$ cat config.mk
export PLATFORM = sky130hd
export DESIGN_NAME = reg_wb_queue
export DESIGN_NICKNAME = d
export VERILOG_FILES = /design/src/rtl/reg_wb_queue.sv
export SDC_FILE = /design/constraint.sdc
export NUM_CORES = 1
export LEC_CHECK = 0
export ABC_AREA = 1
export ABC_CLOCK_PERIOD_IN_PS = 2700
export BUFFER_PORTS_ARGS = -buffer_cell sky130_fd_sc_hd__buf_2
export CAP_MARGIN = 20
export CORE_MARGIN = 1.5
export CORE_UTILIZATION = 53
export CTS_CLUSTER_DIAMETER = 100
export DETAILED_ROUTE_END_ITERATION = 8
export MAX_ROUTING_LAYER = met4
export PLACE_DENSITY_LB_ADDON = 0.1
export SETUP_SLACK_MARGIN = 0.3
export SLEW_MARGIN = 0
export SYNTH_ARGS = -nofsm -noshare
export SYNTH_HDL_FRONTEND = slang
export SYNTH_SLANG_ARGS = --single-unit
$ cat constraint.sdc
create_clock -name clk -period 2.7 [get_ports clk]
set_input_delay 0.54 -clock clk [delete_from_list [all_inputs] [get_ports clk]]
set_output_delay 0.54 -clock clk [all_outputs]
set_load 0.05 [all_outputs]
$ cat src/rtl/reg_wb_queue.sv
// Write-back queue in front of the register file write port, with RAW hazard flags for decode.
// Optional forwarding of the youngest pending value is enabled by defining REG_WB_FWD_EN.
module reg_wb_queue #(
  parameter int ADDRESS_WIDTH = 5,
  parameter int DATA_WIDTH    = 32,
  parameter int DEPTH         = 4
) (
  input  logic                         clk,
  input  logic                         rst,
  input  logic                         in_valid,
  output logic                         in_ready,
  input  logic [ADDRESS_WIDTH-1:0]     in_rd,
  input  logic [DATA_WIDTH-1:0]        in_data,
  input  logic [ADDRESS_WIDTH-1:0]     ad1,
  input  logic [ADDRESS_WIDTH-1:0]     ad2,
  output logic                         hazard1,
  output logic                         hazard2,
  output logic                         WE3,
  output logic [ADDRESS_WIDTH-1:0]     ad3,
  output logic [DATA_WIDTH-1:0]        WD3,
  output logic [$clog2(DEPTH):0]       count
`ifdef REG_WB_FWD_EN
  ,
  output logic [DATA_WIDTH-1:0]        fwd1,
  output logic [DATA_WIDTH-1:0]        fwd2
`endif
);

  localparam int PTR_W = $clog2(DEPTH);
  localparam int CNT_W = PTR_W + 1;

  logic [ADDRESS_WIDTH-1:0] r_rd   [DEPTH];
  logic [DATA_WIDTH-1:0]    r_data [DEPTH];
  logic [PTR_W-1:0]         r_wr_ptr;
  logic [PTR_W-1:0]         r_rd_ptr;
  logic [CNT_W-1:0]         r_count;

  logic w_empty;
  logic w_full;
  logic w_push;
  logic w_pop;
  logic [ADDRESS_WIDTH-1:0] w_head_rd;
  logic [DATA_WIDTH-1:0]    w_head_data;

  assign w_empty     = (r_count == {CNT_W{1'b0}});
  assign w_full      = (r_count == CNT_W'(DEPTH));
  assign w_push      = in_valid && !w_full;
  assign w_pop       = !w_empty;
  assign w_head_rd   = r_rd[r_rd_ptr];
  assign w_head_data = r_data[r_rd_ptr];

  // Queue storage, pointers and occupancy; the head drains every non-empty cycle.
  always_ff @(posedge clk) begin
    if (rst) begin
      r_wr_ptr <= {PTR_W{1'b0}};
      r_rd_ptr <= {PTR_W{1'b0}};
      r_count  <= {CNT_W{1'b0}};
    end else begin
      if (w_push) begin
        r_rd[r_wr_ptr]   <= in_rd;
        r_data[r_wr_ptr] <= in_data;
        r_wr_ptr         <= r_wr_ptr + PTR_W'(1);
      end
      if (w_pop) begin
        r_rd_ptr <= r_rd_ptr + PTR_W'(1);
      end
      case ({w_push, w_pop})
        2'b10:   r_count <= r_count + CNT_W'(1);
        2'b01:   r_count <= r_count - CNT_W'(1);
        default: r_count <= r_count;
      endcase
    end
  end

  assign in_ready = !w_full;
  assign count    = r_count;
  // x0 entries still drain but never write; nothing is written on a reset edge.
  assign WE3      = !rst && !w_empty && (w_head_rd != {ADDRESS_WIDTH{1'b0}});
  assign ad3      = w_empty ? {ADDRESS_WIDTH{1'b0}} : w_head_rd;
  assign WD3      = w_empty ? {DATA_WIDTH{1'b0}} : w_head_data;

  // Hazard scan over every occupied slot, head included.
  always_comb begin
    hazard1 = 1'b0;
    hazard2 = 1'b0;
    for (int k = 0; k < DEPTH; k++) begin
      hazard1 = hazard1 | ((CNT_W'(k) < r_count) && (ad1 != {ADDRESS_WIDTH{1'b0}}) &&
                           (r_rd[r_rd_ptr + PTR_W'(k)] == ad1));
      hazard2 = hazard2 | ((CNT_W'(k) < r_count) && (ad2 != {ADDRESS_WIDTH{1'b0}}) &&
                           (r_rd[r_rd_ptr + PTR_W'(k)] == ad2));
    end
  end

`ifdef REG_WB_FWD_EN
  // Oldest-to-youngest scan, so the last match left standing is the youngest entry.
  always_comb begin
    fwd1 = {DATA_WIDTH{1'b0}};
    fwd2 = {DATA_WIDTH{1'b0}};
    for (int k = 0; k < DEPTH; k++) begin
      fwd1 = ((CNT_W'(k) < r_count) && (ad1 != {ADDRESS_WIDTH{1'b0}}) &&
              (r_rd[r_rd_ptr + PTR_W'(k)] == ad1)) ? r_data[r_rd_ptr + PTR_W'(k)] : fwd1;
      fwd2 = ((CNT_W'(k) < r_count) && (ad2 != {ADDRESS_WIDTH{1'b0}}) &&
              (r_rd[r_rd_ptr + PTR_W'(k)] == ad2)) ? r_data[r_rd_ptr + PTR_W'(k)] : fwd2;
    end
  end
`endif

endmodule

==> results of run 1 <==
area by class of cell:
type	count	area, sq um	share of cell area, %
inverters	56	256	2.46
clock buffers	17	425	4.07
clock inverters	14	204	1.95
repair inverters	2	20.0	0.192
repair buffers	126	1230	11.8
well taps	180	225	2.16
flip-flops and latches	157	4650	44.5
multi-input cells	618	3440	32.9
layout by cell type (no fill, tap or decap), types with 3 or more instances in the layout:
| cell | instances |
|---|---|
| nand2_2 | 39 |
| nand3_1 | 57 |
| a21oi_4 | 20 |
| a21oi_2 | 8 |
| inv_1 | 47 |
| dfxtp_4 | 5 |
| nor2_2 | 10 |
| buf_6 | 26 |
| buf_8 | 3 |
| clkinv_8 | 3 |
| bufinv_16 | 3 |
| nand2_1 | 180 |
| o21ai_1 | 27 |
| nor2_1 | 157 |
| nor2_4 | 5 |
| buf_16 | 6 |
| inv_4 | 4 |
| xor2_1 | 5 |
| nand2_8 | 11 |
| inv_6 | 5 |
| nand3_2 | 14 |
| ha_1 | 7 |
| buf_2 | 53 |
| buf_12 | 13 |
| o21ai_0 | 45 |
| inv_8 | 4 |
| clkbuf_16 | 18 |
| edfxtp_1 | 148 |
| a21oi_1 | 16 |
| buf_4 | 24 |
| nand2_4 | 6 |
through the flow:
| stage | total power, mW | setup WS [ns] | instances |
|---|---|---|---|
| after floorplan | 7.78 | 0.151 | 863 |
| after global placement | 9.04 | 0.274 | 1118 |
| after detailed placement | 9.11 | 0.234 | 1118 |
| after CTS | 13.1 | 0.106 | 1165 |
| after global routing | 14.5 | -0.0688 | 1170 |
| final | 13.9 | 0.0424 | 1170 |
state kept, by name (all words and copies together), names as in the netlist, named ones only:
name / flops
r_data: 128
r_rd: 20
count: 3
r_rd_ptr: 2
r_wr_ptr: 2
per-layer routing:
| metal | share of wire (%) | vias to the layer above | GRT usage (%) | wire, um |
|---|---|---|---|---|
| li1 | - | 3117 | - | - |
| met1 | 39 | 3176 | 38.6 | 9030 |
| met2 | 49 | 365 | 49.2 | 11200 |
| met3 | 8.3 | 64 | 6.91 | 1900 |
| met4 | 3.3 | 0 | 15.3 | 762 |
| met5 | 0 | - | - | 0 |
worst max path at each step:
stage                        startpoint       to  slack (ns)  cells past startpoint
6_report       r_rd_ptr[0]$_SDFFE_PP0N_  hazard2        0.04                     12
3_3_place_gp   r_rd_ptr[0]$_SDFFE_PP0N_  hazard1        0.27                     12
3_5_place_dp   r_rd_ptr[0]$_SDFFE_PP0N_  hazard2        0.23                     12
4_1_cts        r_rd_ptr[0]$_SDFFE_PP0N_  hazard2        0.11                     13
2_1_floorplan     count[0]$_SDFFE_PP0P_   WD3[0]        0.15                      6
5_1_grt        r_rd_ptr[0]$_SDFFE_PP0N_  hazard2       -0.07                     13
cell usage after synthesis, types with 3 or more instances:
| master | count |
|---|---|
| edfxtp_1 | 148 |
| ha_1 | 8 |
| clkbuf_1 | 9 |
| buf_6 | 8 |
| buf_2 | 10 |
| nor2_1 | 172 |
| nand2_1 | 228 |
| dfxtp_1 | 9 |
| a21oi_1 | 44 |
| buf_4 | 3 |
| buf_1 | 6 |
| nor3_1 | 3 |
| nand3_1 | 72 |
| xor2_1 | 5 |
| o21ai_0 | 74 |
| inv_1 | 52 |
logic make-up after synthesis:
family / Yosys count / share of synthesized area (%)
DFF: 157 / 59.8
and+or+nand+nor: 481 / 24.9
buffers and inverters: 92 / 5.65
xor gates and xnor gates: 5 / 0.566
adders and majority gates: 8 / 1.29
AOI/OAI and AO/OA: 120 / 7.77
report_power, final:
part           internal [mW]  switching [mW]
clock                   1.49            1.03
sequential              2.86           0.161
combinational           2.86            5.48
critical path: cells and delay by family, from the launching register on:
family / cells / cell delay, ns
compound gates: 1 / 0.15
simple gates: 8 / 0.68
buf+inv: 3 / 0.47
flops: 1 / 0.40
repair_timing:
action,in CTS,in global routing
pin swaps,19,25
resized for setup,138,137
setup buffers,5,4
endpoints found under the setup margin,40,40
gates cloned,11,1
==> flow_summary.toml, run 1 <==
[clock_tree]
clockRootBuffer = "clkbuf_16"
clock_latency_ns = 0.43
clk_path_buf_depth = 2
cts_tree = "yes"
cts.sinks = 157
h-tree-depth = 4
clkSlewWorstSetupHoldPaths_ns = 0.06
cts_inserted_buffers = 17
cts_hold_buf = 0

[worst_setup_path]
path_class = "flop to primary output"
arrival_ns = 2.12
path_cells = "buf_12, clkbuf_16, nand2_1, nand2_1, nand2_2, nand2_1, a21oi_1, nand3_1, nor2_1, nor2_1, nand2_1, buf_6"
worstPathRequired_ns = 2.16
cp_common_cell = "nand2_1"
path_max_fanout = 6
start_kind = "flop"
r2r_end = "count[2]$_SDFFE_PP0P_"
end_kind = "primary output"
cpMaxStageDelayCell = "dfxtp_4"
r2r_setup_slack_ns = 1.06
rr_startpoint = "count[0]$_SDFFE_PP0P_"
reg2reg_depth = 10
cp_slowest_stage_delay_ns = 0.40

[cells_and_area]
fin_util_pct = 74.4
diodes = 0
drive_gt1_share_pct = 29.9
num-nets-final = 1036
fillCellCount = 943
design_area_sq_um = 10400
synthToLayoutAreaGrowth_pct = 35.1

[global_route]
grt_max_degree = 47
antenna_found_initial = 0
gr-usage-all-layers_pct = 31.3
grt_pass1_vias = 6525
grt_pass1_wl_um = 33900
overflow = 0

[pwr]
p_per_area_nw_per_um2 = 1330
vdd_drop_max_mv = 0.987
p_leak_nw = 4.23

[yosys]
syn_area_sq_um = 7730
synth_warnings = 0
synthCells = 863
synth-edff-count = 148
yosys_register_bits = 157
synthTopCellsByArea = "edfxtp_1 57%, nand2_1 11%, nor2_1 8.3%"
synth_top_area_share_pct = 57.5
async_flop_share_pct = 0
avgSynthCellArea_sq_um = 8.96
synth.distinct_cells = 24
seq_area_frac_synth_pct = 59.8
synth_area_leader_cell = "edfxtp_1"
ys.flop_type = "edfxtp_1"
synthesis.nets = 921

[outcome]
run_status = "completed"

[sta]
finalCritPeriodShare_pct = 98.4
drv_slew = 0
setup_tns_ns = 0
rsz0062_at_grt = "yes"
hold_viol = 0
worst_slew_pin_slew_ns = 0.368
fmax_mhz = 376
setup_viol = 0
hold_ws_ns = 0.325
clock_skew_ns = 0.0137
min_period_ns = 2.66
maxSlewHeadroom_pct = 75.2

[routing]
final_antenna_net_count = 0
drtIter0Drc = 730
vias = 6722
drc = 0
finalWirelength_um = 22900
wl_per_cell_um = 19.6
vias_per_cell = 5.75
first_pass_iters = 7

[hold_path]
hp-class = "input pin to flop"
hold_depth = 1
hp-start = "in_data[14]"
min_to = "r_data[0][14]$_DFFE_PP_"

[floorplanning]
ios = 94
die_x_um = 124
die_area_sq_um = 15300
core_area_sq_um = 14000
initial_core_util_pct = 55.1
die_h_um = 124
placementRows = 43

[placed_design]
io_buffers = 93
gp_congestion = 0.986
placed_area_sq_um = 8710
hpwl_um = 12900

[flow_run]
maxCapViolations = 0
No activity file was read; power rests on OpenSTA's default activity.
==> run 2, diff against run 1 <==
--- a/config.mk
+++ b/config.mk
@@ -5,13 +5,13 @@
 export SDC_FILE = /design/constraint.sdc
 export NUM_CORES = 1
 export LEC_CHECK = 0
-export ABC_AREA = 1
-export ABC_CLOCK_PERIOD_IN_PS = 2700
+export ABC_CLOCK_PERIOD_IN_PS = 2800
 export BUFFER_PORTS_ARGS = -buffer_cell sky130_fd_sc_hd__buf_2
 export CAP_MARGIN = 20
 export CORE_MARGIN = 1.5
-export CORE_UTILIZATION = 53
+export CORE_UTILIZATION = 57
 export CTS_CLUSTER_DIAMETER = 100
+export CTS_CLUSTER_SIZE = 28
 export DETAILED_ROUTE_END_ITERATION = 8
 export MAX_ROUTING_LAYER = met4
 export PLACE_DENSITY_LB_ADDON = 0.1
==> constraint.sdc (replaced) <==
create_clock -name clk -period 2.8 [get_ports clk]
set_input_delay 0.56 -clock clk [delete_from_list [all_inputs] [get_ports clk]]
set_output_delay 0.56 -clock clk [all_outputs]
set_load 0.05 [all_outputs]
==> run 2 against run 1 <==
The flow now finishes with violations (setup timing). Worst hold slack better by 0.023 ns. Sequential power down 4%. Global-route usage down 7.7 points. Sequential share of layout area up 7.6 points. Critical path type unchanged.
==> flow_summary.toml, run 2 <==
[pwr]
p_per_area_nw_per_um2 = 1140
finalPower_mw = 10.2
p_leak_nw = 3.14
vdd_drop_max_mv = 0.945

[global_route]
grt_pass1_vias = 4007
overflow = 0
grtUsageMet1_pct = 28.3
antenna_found_initial = 0
grt_pass1_wl_um = 21300
gr-usage-all-layers_pct = 23.6
grt-busiest-layer = "met2"
globalRouteMet3Util_pct = 6.22
grt_max_degree = 38
use_met2_pct = 39.2

[placed_design]
gp_congestion = 0.885
post-place-ws_ns = 0.0192
io_buffers = 93
hpwl_um = 8320
dpl.cell_count = 610
placed_area_sq_um = 7630

[clock_tree]
clock_latency_ns = 0.42
cts_hold_buf = 0
h-tree-depth = 4
clk_path_buf_depth = 2
clockRootBuffer = "clkbuf_16"
cts_tree = "yes"
cts_inserted_buffers = 17
clkSlewWorstSetupHoldPaths_ns = 0.06
cts.sinks = 157

[sta]
min_period_ns = 3.07
rsz0062_at_grt = "yes"
maxSlewHeadroom_pct = 60.1
hold_viol = 0
worst_slew_pin_slew_ns = 0.599
fin_ws_ns = -0.270
setup_tns_ns = -0.641
fmax_mhz = 326
clock_skew_ns = 0.0104
finalCritPeriodShare_pct = 110
hold_ws_ns = 0.348
setup_viol = 3
drv_slew = 0

[hold_path]
hp-start = "in_data[15]"
hold_depth = 1
min_to = "r_data[2][15]$_DFFE_PP_"
hp-class = "input pin to flop"

[yosys]
synthesis.nets = 450
synthCells = 392
yosys_register_bits = 157
yosysMostFrequentCell = "edfxtp_1"
syn_area_sq_um = 7000
synth_warnings = 0
synth_top_area_share_pct = 63.5
async_flop_share_pct = 0
synth.distinct_cells = 29
avgSynthCellArea_sq_um = 17.9
ys.flop_type = "edfxtp_1"
synthTopCellsByArea = "edfxtp_1 63%, mux4_2 17%, and2_1 3.8%"
seq_area_frac_synth_pct = 66.0
synth_area_leader_cell = "edfxtp_1"
synth-edff-count = 148
synthTopCellsByCount = "148 x edfxtp_1, 52 x mux4_2, 43 x and2_1, 22 x xnor2_1, 21 x xor2_1"

[routing]
vias_per_cell = 5.86
drtIter0Drc = 248
final_antenna_net_count = 0
first_pass_iters = 4
finalWirelength_um = 14200
wl_per_cell_um = 21.5
drc = 0
vias = 3862

[cells_and_area]
fin_util_pct = 74.3
diodes = 0
largest-register = "r_data"
num-nets-final = 558
synthToLayoutAreaGrowth_pct = 27.4
design_area_sq_um = 8920
mostFrequentLayoutCells = "148 x edfxtp_1, 58 x buf_2, 52 x mux4_2, 37 x buf_6, 24 x and2_1"
finalNonFillerCells = 659
drive_gt1_share_pct = 46.1
largest_reg_flops = 128
layout_commonest_cell = "edfxtp_1"

[worst_setup_path]
end_kind = "primary output"
path_class = "flop to primary output"
start_kind = "flop"
r2r_end = "r_data[0][10]$_DFFE_PP_"
rr_startpoint = "count[0]$_SDFFE_PP0P_"
startpoint = "r_rd_ptr[0]$_SDFFE_PP0N_"
worstPathRequired_ns = 2.24
path_max_fanout = 7
arrival_ns = 2.51
reg2reg_depth = 6
r2r_setup_slack_ns = 0.66

[floorplanning]
ios = 94
placementRows = 40
die_x_um = 114
die_h_um = 114
initial_core_util_pct = 58.3
die_area_sq_um = 13000
core_area_sq_um = 12000

[outcome]
violations = "setup timing"
run_status = "finished, violations left"

[flow_run]
maxCapViolations = 0
==> run 2: critical path: stages, from the launching register on <==
cell,delay (ns)
dfxtp_4,0.42
mux4_2,0.59
xnor2_2,0.16
nand4_1,0.11
or4_1,0.53
nand4_1,0.11
buf_6,0.17
==> run 2: cell families after synthesis <==
group / share of synthesized area (%)
fa+ha+maj: 1.43
buf+inv: 2.02
compound gates: 0.983
flops: 66.0
xor+xnor: 5.38
mux: 16.9
simple gates: 7.27
==> run 2: metal layers <==
layer,wire length (um),up-vias
li1,-,1758
met1,5810,1976
met2,7460,109
met3,645,19
met4,256,0
met5,0,-
==> run 2: how the worst max path moves through the flow <==
stage	slack (ns)	endpoint	cells after the start
2_1_floorplan	0.11	hazard2	6
3_3_place_gp	0.06	hazard2	6
3_5_place_dp	0.02	hazard2	6
4_1_cts	-0.28	hazard2	6
5_1_grt	-0.35	hazard1	6
6_report	-0.27	hazard2	6
==> run 2: layout make-up <==
class	instances	area [sq um]
well taps	147	184
multi-input cells	201	2370
clock buffers	17	425
clock inverters	14	239
flip-flops and latches	157	4640
inverters	5	18.8
fillers	713	3090
repair buffers	118	1050
==> run 2: where the power goes <==
part	switching [mW]	leakage, nW	total, mW	internal (mW)
Sequential	0.135	1.42	2.90	2.76
Clock	0.898	0.318	2.57	1.67
Combinational	2.58	1.41	4.71	2.12
Total	3.62	3.14	10.2	6.55
==> run 2: repair_timing <==
action / CTS / global route
pin swaps: 6 / 5
buffers inserted: 9 / 5
resized for setup: 59 / 57
gates cloned: 3 / 1
endpoints found under the setup margin: 40 / 38
